## src/rtl/uart_burst_bridge.sv

```systemverilog
// UART-to-bus burst bridge: parses command/address/length frames from a byte stream and
// runs burst writes (acknowledged with 8'h5A) or burst reads streamed back over the UART.
module uart_burst_bridge #(
  parameter int          AW      = 16,
  parameter logic [15:0] TIMEOUT = 16'hFFFF
) (
  input  logic          clock,
  input  logic          reset,
  input  logic [7:0]    rx_data,
  input  logic          new_rx_data,
  output logic [7:0]    tx_data,
  output logic          new_tx_data,
  input  logic          tx_busy,
  output logic [AW-1:0] int_address,
  output logic [7:0]    int_wr_data,
  output logic          int_write,
  output logic          int_read,
  input  logic [7:0]    int_rd_data,
  output logic          int_req,
  input  logic          int_gnt,
  output logic          cmd_err,
  output logic          busy
);

  localparam logic [1:0] LAST_ADDR_BYTE = 2'(AW / 8 - 1);

  typedef enum logic [3:0] {
    IDLE  = 4'd0,
    ADDR  = 4'd1,
    LEN   = 4'd2,
    WDATA = 4'd3,
    WBUS  = 4'd4,
    RBUS  = 4'd5,
    RCAP  = 4'd6,
    RTX   = 4'd7,
    ACK   = 4'd8
  } state_e;

  state_e        state_q, state_d;
  logic [1:0]    byte_cnt_q, byte_cnt_d;
  logic [AW-1:0] addr_q, addr_d;
  logic [7:0]    wr_data_q, wr_data_d;
  logic [8:0]    cnt_q, cnt_d;
  logic          wr_op_q, wr_op_d;
  logic [15:0]   to_q, to_d;
  logic [7:0]    tx_data_q, tx_data_d;
  logic          new_tx_data_q, new_tx_data_d;
  logic          int_write_q, int_write_d;
  logic          int_read_q, int_read_d;
  logic          int_req_q, int_req_d;
  logic          cmd_err_q, cmd_err_d;
  logic          busy_q, busy_d;

  logic opcode_ok;
  logic opcode_wr;
  logic in_rx_phase;
  logic timeout_hit;
  logic count_last;

  assign opcode_wr   = (rx_data[7:4] == 4'h1);
  assign opcode_ok   = opcode_wr || (rx_data[7:4] == 4'h2);
  assign in_rx_phase = (state_q == ADDR) || (state_q == LEN) || (state_q == WDATA);
  // Silence counter fires when TIMEOUT cycles pass with no byte; a byte in the same cycle wins.
  assign timeout_hit = in_rx_phase && !new_rx_data && (TIMEOUT != 16'd0) &&
                       (to_q == TIMEOUT - 16'd1);
  assign count_last  = (cnt_q == 9'd1);

  // State and output registers with synchronous reset.
  always_ff @(posedge clock) begin
    if (reset) begin
      state_q       <= IDLE;
      byte_cnt_q    <= 2'd0;
      addr_q        <= '0;
      wr_data_q     <= 8'd0;
      cnt_q         <= 9'd0;
      wr_op_q       <= 1'b0;
      to_q          <= 16'd0;
      tx_data_q     <= 8'd0;
      new_tx_data_q <= 1'b0;
      int_write_q   <= 1'b0;
      int_read_q    <= 1'b0;
      int_req_q     <= 1'b0;
      cmd_err_q     <= 1'b0;
      busy_q        <= 1'b0;
    end else begin
      state_q       <= state_d;
      byte_cnt_q    <= byte_cnt_d;
      addr_q        <= addr_d;
      wr_data_q     <= wr_data_d;
      cnt_q         <= cnt_d;
      wr_op_q       <= wr_op_d;
      to_q          <= to_d;
      tx_data_q     <= tx_data_d;
      new_tx_data_q <= new_tx_data_d;
      int_write_q   <= int_write_d;
      int_read_q    <= int_read_d;
      int_req_q     <= int_req_d;
      cmd_err_q     <= cmd_err_d;
      busy_q        <= busy_d;
    end
  end

  // Next-state decode.
  always_comb begin
    state_d = state_q;
    case (state_q)
      IDLE: begin
        if (new_rx_data && opcode_ok) state_d = ADDR;
        else                          state_d = IDLE;
      end
      ADDR: begin
        if (new_rx_data)      state_d = (byte_cnt_q == LAST_ADDR_BYTE) ? LEN : ADDR;
        else if (timeout_hit) state_d = IDLE;
        else                  state_d = ADDR;
      end
      LEN: begin
        if (new_rx_data)      state_d = wr_op_q ? WDATA : RBUS;
        else if (timeout_hit) state_d = IDLE;
        else                  state_d = LEN;
      end
      WDATA: begin
        if (new_rx_data)      state_d = WBUS;
        else if (timeout_hit) state_d = IDLE;
        else                  state_d = WDATA;
      end
      WBUS: begin
        // int_write_q high means the strobe is on the bus this cycle: step to the next beat.
        if (new_rx_data)      state_d = IDLE;
        else if (int_write_q) state_d = count_last ? ACK : WDATA;
        else                  state_d = WBUS;
      end
      RBUS: begin
        if (int_gnt) state_d = RCAP;
        else         state_d = RBUS;
      end
      RCAP: begin
        if (int_read_q) state_d = RCAP;
        else            state_d = RTX;
      end
      RTX: begin
        if (!tx_busy) state_d = count_last ? IDLE : RBUS;
        else          state_d = RTX;
      end
      ACK: begin
        if (!tx_busy) state_d = IDLE;
        else          state_d = ACK;
      end
      default: state_d = IDLE;
    endcase
  end

  // Datapath updates and strobe generation.
  always_comb begin
    byte_cnt_d    = byte_cnt_q;
    addr_d        = addr_q;
    wr_data_d     = wr_data_q;
    cnt_d         = cnt_q;
    wr_op_d       = wr_op_q;
    tx_data_d     = tx_data_q;
    new_tx_data_d = 1'b0;
    int_write_d   = 1'b0;
    int_read_d    = 1'b0;
    cmd_err_d     = 1'b0;
    busy_d        = (state_d != IDLE);
    int_req_d     = !((state_d == IDLE) || (state_d == ADDR) || (state_d == LEN));
    case (state_q)
      IDLE: begin
        if (new_rx_data && opcode_ok) begin
          wr_op_d    = opcode_wr;
          byte_cnt_d = 2'd0;
        end else begin
          cmd_err_d = new_rx_data;
        end
      end
      ADDR: begin
        if (new_rx_data) begin
          addr_d     = (addr_q << 4'd8) | AW'(rx_data);
          byte_cnt_d = byte_cnt_q + 2'd1;
        end else begin
          cmd_err_d = timeout_hit;
        end
      end
      LEN: begin
        if (new_rx_data) cnt_d = (rx_data == 8'd0) ? 9'd256 : {1'b0, rx_data};
        else             cmd_err_d = timeout_hit;
      end
      WDATA: begin
        if (new_rx_data) wr_data_d = rx_data;
        else             cmd_err_d = timeout_hit;
      end
      WBUS: begin
        if (new_rx_data) begin
          cmd_err_d = 1'b1;
        end else if (int_write_q) begin
          addr_d = addr_q + AW'(1);
          cnt_d  = cnt_q - 9'd1;
        end else begin
          int_write_d = int_gnt;
        end
      end
      RBUS: begin
        int_read_d = int_gnt;
      end
      RCAP: begin
        if (!int_read_q) tx_data_d = int_rd_data;
        else             tx_data_d = tx_data_q;
      end
      RTX: begin
        if (!tx_busy) begin
          new_tx_data_d = 1'b1;
          addr_d        = addr_q + AW'(1);
          cnt_d         = cnt_q - 9'd1;
        end else begin
          new_tx_data_d = 1'b0;
        end
      end
      ACK: begin
        if (!tx_busy) begin
          new_tx_data_d = 1'b1;
          tx_data_d     = 8'h5A;
        end else begin
          new_tx_data_d = 1'b0;
        end
      end
      default: begin
        cmd_err_d = 1'b0;
      end
    endcase
  end

  // Inter-byte silence counter, held at zero outside the receive phases.
  always_comb begin
    if (in_rx_phase && !new_rx_data && !timeout_hit && (TIMEOUT != 16'd0)) to_d = to_q + 16'd1;
    else                                                                      to_d = 16'd0;
  end

  assign tx_data     = tx_data_q;
  assign new_tx_data = new_tx_data_q;
  assign int_address = addr_q;
  assign int_wr_data = wr_data_q;
  assign int_write   = int_write_q;
  assign int_read    = int_read_q;
  assign int_req     = int_req_q;
  assign cmd_err     = cmd_err_q;
  assign busy        = busy_q;

endmodule

```

## config.mk

```make
export PLATFORM = sky130hd
export DESIGN_NAME = uart_burst_bridge
export DESIGN_NICKNAME = d
export VERILOG_FILES = /design/src/rtl/uart_burst_bridge.sv
export SDC_FILE = /design/constraint.sdc
export NUM_CORES = 1
export LEC_CHECK = 0
export CORE_UTILIZATION = 50
export CTS_CLUSTER_SIZE = 24
export DETAILED_ROUTE_END_ITERATION = 7
export GPL_TIMING_DRIVEN = 0
export PLACE_DENSITY = 0.75
export SLEW_MARGIN = 20
export SYNTH_ARGS = -nofsm -noshare
export SYNTH_HDL_FRONTEND = slang
export SYNTH_SLANG_ARGS = --single-unit
```

## constraint.sdc

```tcl
create_clock -name clock -period 2.4 [get_ports clock]
set_clock_uncertainty 0.1 [all_clocks]
set_input_delay 0.48 -clock clock [delete_from_list [all_inputs] [get_ports clock]]
set_output_delay 0.48 -clock clock [all_outputs]
set_load 0.02 [all_outputs]
```

==> results.yml <==
logic_synthesis:
  synthDistinctLibCells: 61
  yosys_register_bits: 70
  seq_area_frac_synth: 0.3781
  syn-cell-area_mm2: 0.003706
  synth_nets: 487
  synth-xor-area-share: 0.03545
  synth_top_family_by_area: "simple AND/OR/NAND/NOR gates"
  synthSimpleGateAreaFrac: 0.3025
  synth_edf_count: 0
  ys.flop_type: "dfxtp_1"
  synth-compound-area-share: 0.1901
  synth_mux_area_frac: 0.02431
  synth_warnings: 0
  synth_fa_ha_area_frac: 0.02026
  syn_area_per_cell_um2: 8.057
  synthArstFlopShare: 0
  syn_inst: 460
floorplan:
  core-area_mm2: 0.007214
  rows: 31
  start_util: 0.5137
  dieArea_mm2: 0.007761
  chipWidth_um: 88.10
  pin_count: 59
  die_y_um: 88.10
sta:
  drv_slew: 0
  worstMarginPinSlew_ns: 0.5937
  max_freq_ghz: 0.4454
  setup_violations: 0
  fin_crit_sh: 0.9356
  rsz0062_at_grt: "false"
  setup_tns_ns: 0
  fin_ws_ns: 0.1546
  finalCriticalPeriod_ns: 2.245
  relSlewSlack: 0.6042
  hold_violations: 0
clock_network:
  htreeDepth: 3
  cts.sinks: 70
  clk_latency_ns: 0.35
  cts-resized-gates: 0
  cts_buffers: 9
  tritoncts: "yes"
  cts_root_buf: "clkbuf_8"
  post-cts-setup-buffers: 0
  hold_buffers: 0
  cts_max_path_buffers: 2
  clkTransAtPathRegs_ns: 0.08
layout:
  fin_nets: 556
  syn_to_final_growth_pct: 24.98
  n_antenna_cell: 0
  final_common_cell: "dfxtp_1"
  final_area_mm2: 0.004632
  final_cell_mix: "dfxtp_1, nor2_1, clkdlybuf4s50_1, nand2_1, o21ai_0"
  drive_gt1_frac: 0.1011
grt:
  gr-total-overflow: 0
  track_usage: 0.2695
  grt_pass1_vias: 3447
  grt_pass1_wl_mm: 16.17
  antenna_found_initial: 0
  grt_start_max_net_pins: 14
setup_path:
  critPathBufInv: 2
  path_class: "primary input to flip-flop"
  crit_top_cell: "nor2_1"
  worstPathRequired_ns: 2.58
  startpoint_type: "primary input"
  crit_chain: "clkdlybuf4s50_1, buf_2, nor2_1, a2bb2oi_1, nor2_1, o31ai_1, and3b_1, a31oi_1"
  path_delay_family: "buffers and inverters"
  critical_path_arrival_ns: 2.42
  end_kind: "flip-flop"
  cp_max_fo: 10
  slowest_stage: "clkdlybuf4s50_1"
  cpPeakStageDelay_ns: 0.56
pwr:
  p_leak_uw: 0.001601
  p_per_area_mw_per_mm2: 522.6
  peakVddDrop_mv: 0.3790
routing:
  drt-vias-per-instance: 5.847
  first_pass_iters: 5
  wl_met2_mm: 4.867
  wl_per_cell_um: 15.54
  wl_met3_um: 533
  drtAntennaViolNets: 0
  drtIter0Drc: 162
  drt_wl_total_mm: 9.839
  drc: 0
  wl_met1_mm: 4.203
  route.vias.total: 3701
  top_layer: "met4"
placement:
  detailed_place_hpwl_mm: 7.104
  place_ws_ns: -0.1466
  port_buffers: 58
  dpl-instance-area_mm2: 0.004410
  place.gp.congestion: 0.9776
outcome:
  status: "completed"
worst_hold_path:
  hp-class: "flip-flop to flip-flop"
flow_run:
  drv_cap: 0
## metal layers
metal	up-vias	global-route usage
li1	1792	-
met2	124	0.4574
met4	0	0.1114
met5	-	0
met3	20	0.07352
met1	1765	0.3218
## report_power, final
part           switching [uW]  internal, uW  leakage [uW]  total, uW
combinational            90.1          74.0      0.000929        164
clock                     482           595      0.000107       1080
sequential               10.1          1170      0.000564       1180
## state kept, by name (all words and copies together), names as in the netlist
register	flops
int_address	16
to_q	16
cnt_q	9
int_wr_data	8
tx_data	8
state_q	4
byte_cnt_q	2
busy	1
cmd_err	1
int_read	1
int_req	1
int_write	1
new_tx_data	1
wr_op_q	1
## synthesized netlist by cell type, types with 3 or more instances
cell	n	area, um^2
a211oi_1	10	75.07
a21o_1	4	30.03
a21oi_1	26	130.1
a22oi_1	13	97.59
a2bb2oi_1	3	26.28
a31oi_1	3	18.77
and2_1	5	31.28
and3_1	9	56.30
and4_1	3	26.28
buf_2	8	40.04
buf_4	9	67.56
clkbuf_1	5	18.77
dfxtp_1	70	1401
ha_1	6	75.07
inv_1	9	33.78
mux2i_1	9	90.09
nand2_1	45	168.9
nand2b_1	9	56.30
nand3_1	15	75.07
nand3b_1	3	22.52
nand4_1	10	62.56
nor2_1	67	251.5
nor3_1	17	85.08
nor4_1	4	25.02
o21ai_0	29	145.1
o22ai_1	5	31.28
o31ai_1	4	30.03
or3_1	4	25.02
xnor2_1	4	35.03
xor2_1	11	96.34
## cells by family (layout without fill, tap and decap cells)
group	Yosys count	in the layout
fa+ha+maj	6	6
buf+inv	33	107
compound gates	110	110
simple gates	217	217
xor+xnor	15	15
flops	70	70
mux	9	9
## per-stage QoR
step	util	hold slack, ns	cells	power, uW
floorplan	-	0.3442	460	1285
global placement	0.6113	0.3567	617	1368
detailed placement	0.6113	0.3674	617	1369
CTS	0.6420	0.3777	633	2437
global route	0.6420	0.3980	633	2500
finish	0.6420	0.3749	633	2420
## area by class of cell
type,count,area [um^2]
flip-flops and latches,70,1401
plain buffers,24,148.9
multi-input cells,357,2122
repair buffers,58,580.6
clock buffers,10,127.6
clock inverters,6,93.84
well taps,99,123.9
fillers,676,2582
inverters,9,33.78
## worst paths after layout
path	startpoint	slack, ns	depth (start not counted)	to
setup / recovery	new_rx_data	0.15	8	busy
hold / removal	byte_cnt_q[0]	0.37	2	byte_cnt_q[0]
setup reg to reg	cnt_q[1]	0.28	8	int_req
hold reg to reg	byte_cnt_q[0]	0.37	2	byte_cnt_q[0]
## worst min-delay path, stage by stage (launching register included)
cell and delay (ns):
dfxtp_1 0.32, nand2_1 0.06, a21oi_1 0.05
Power figures use the tool's default switching activity.
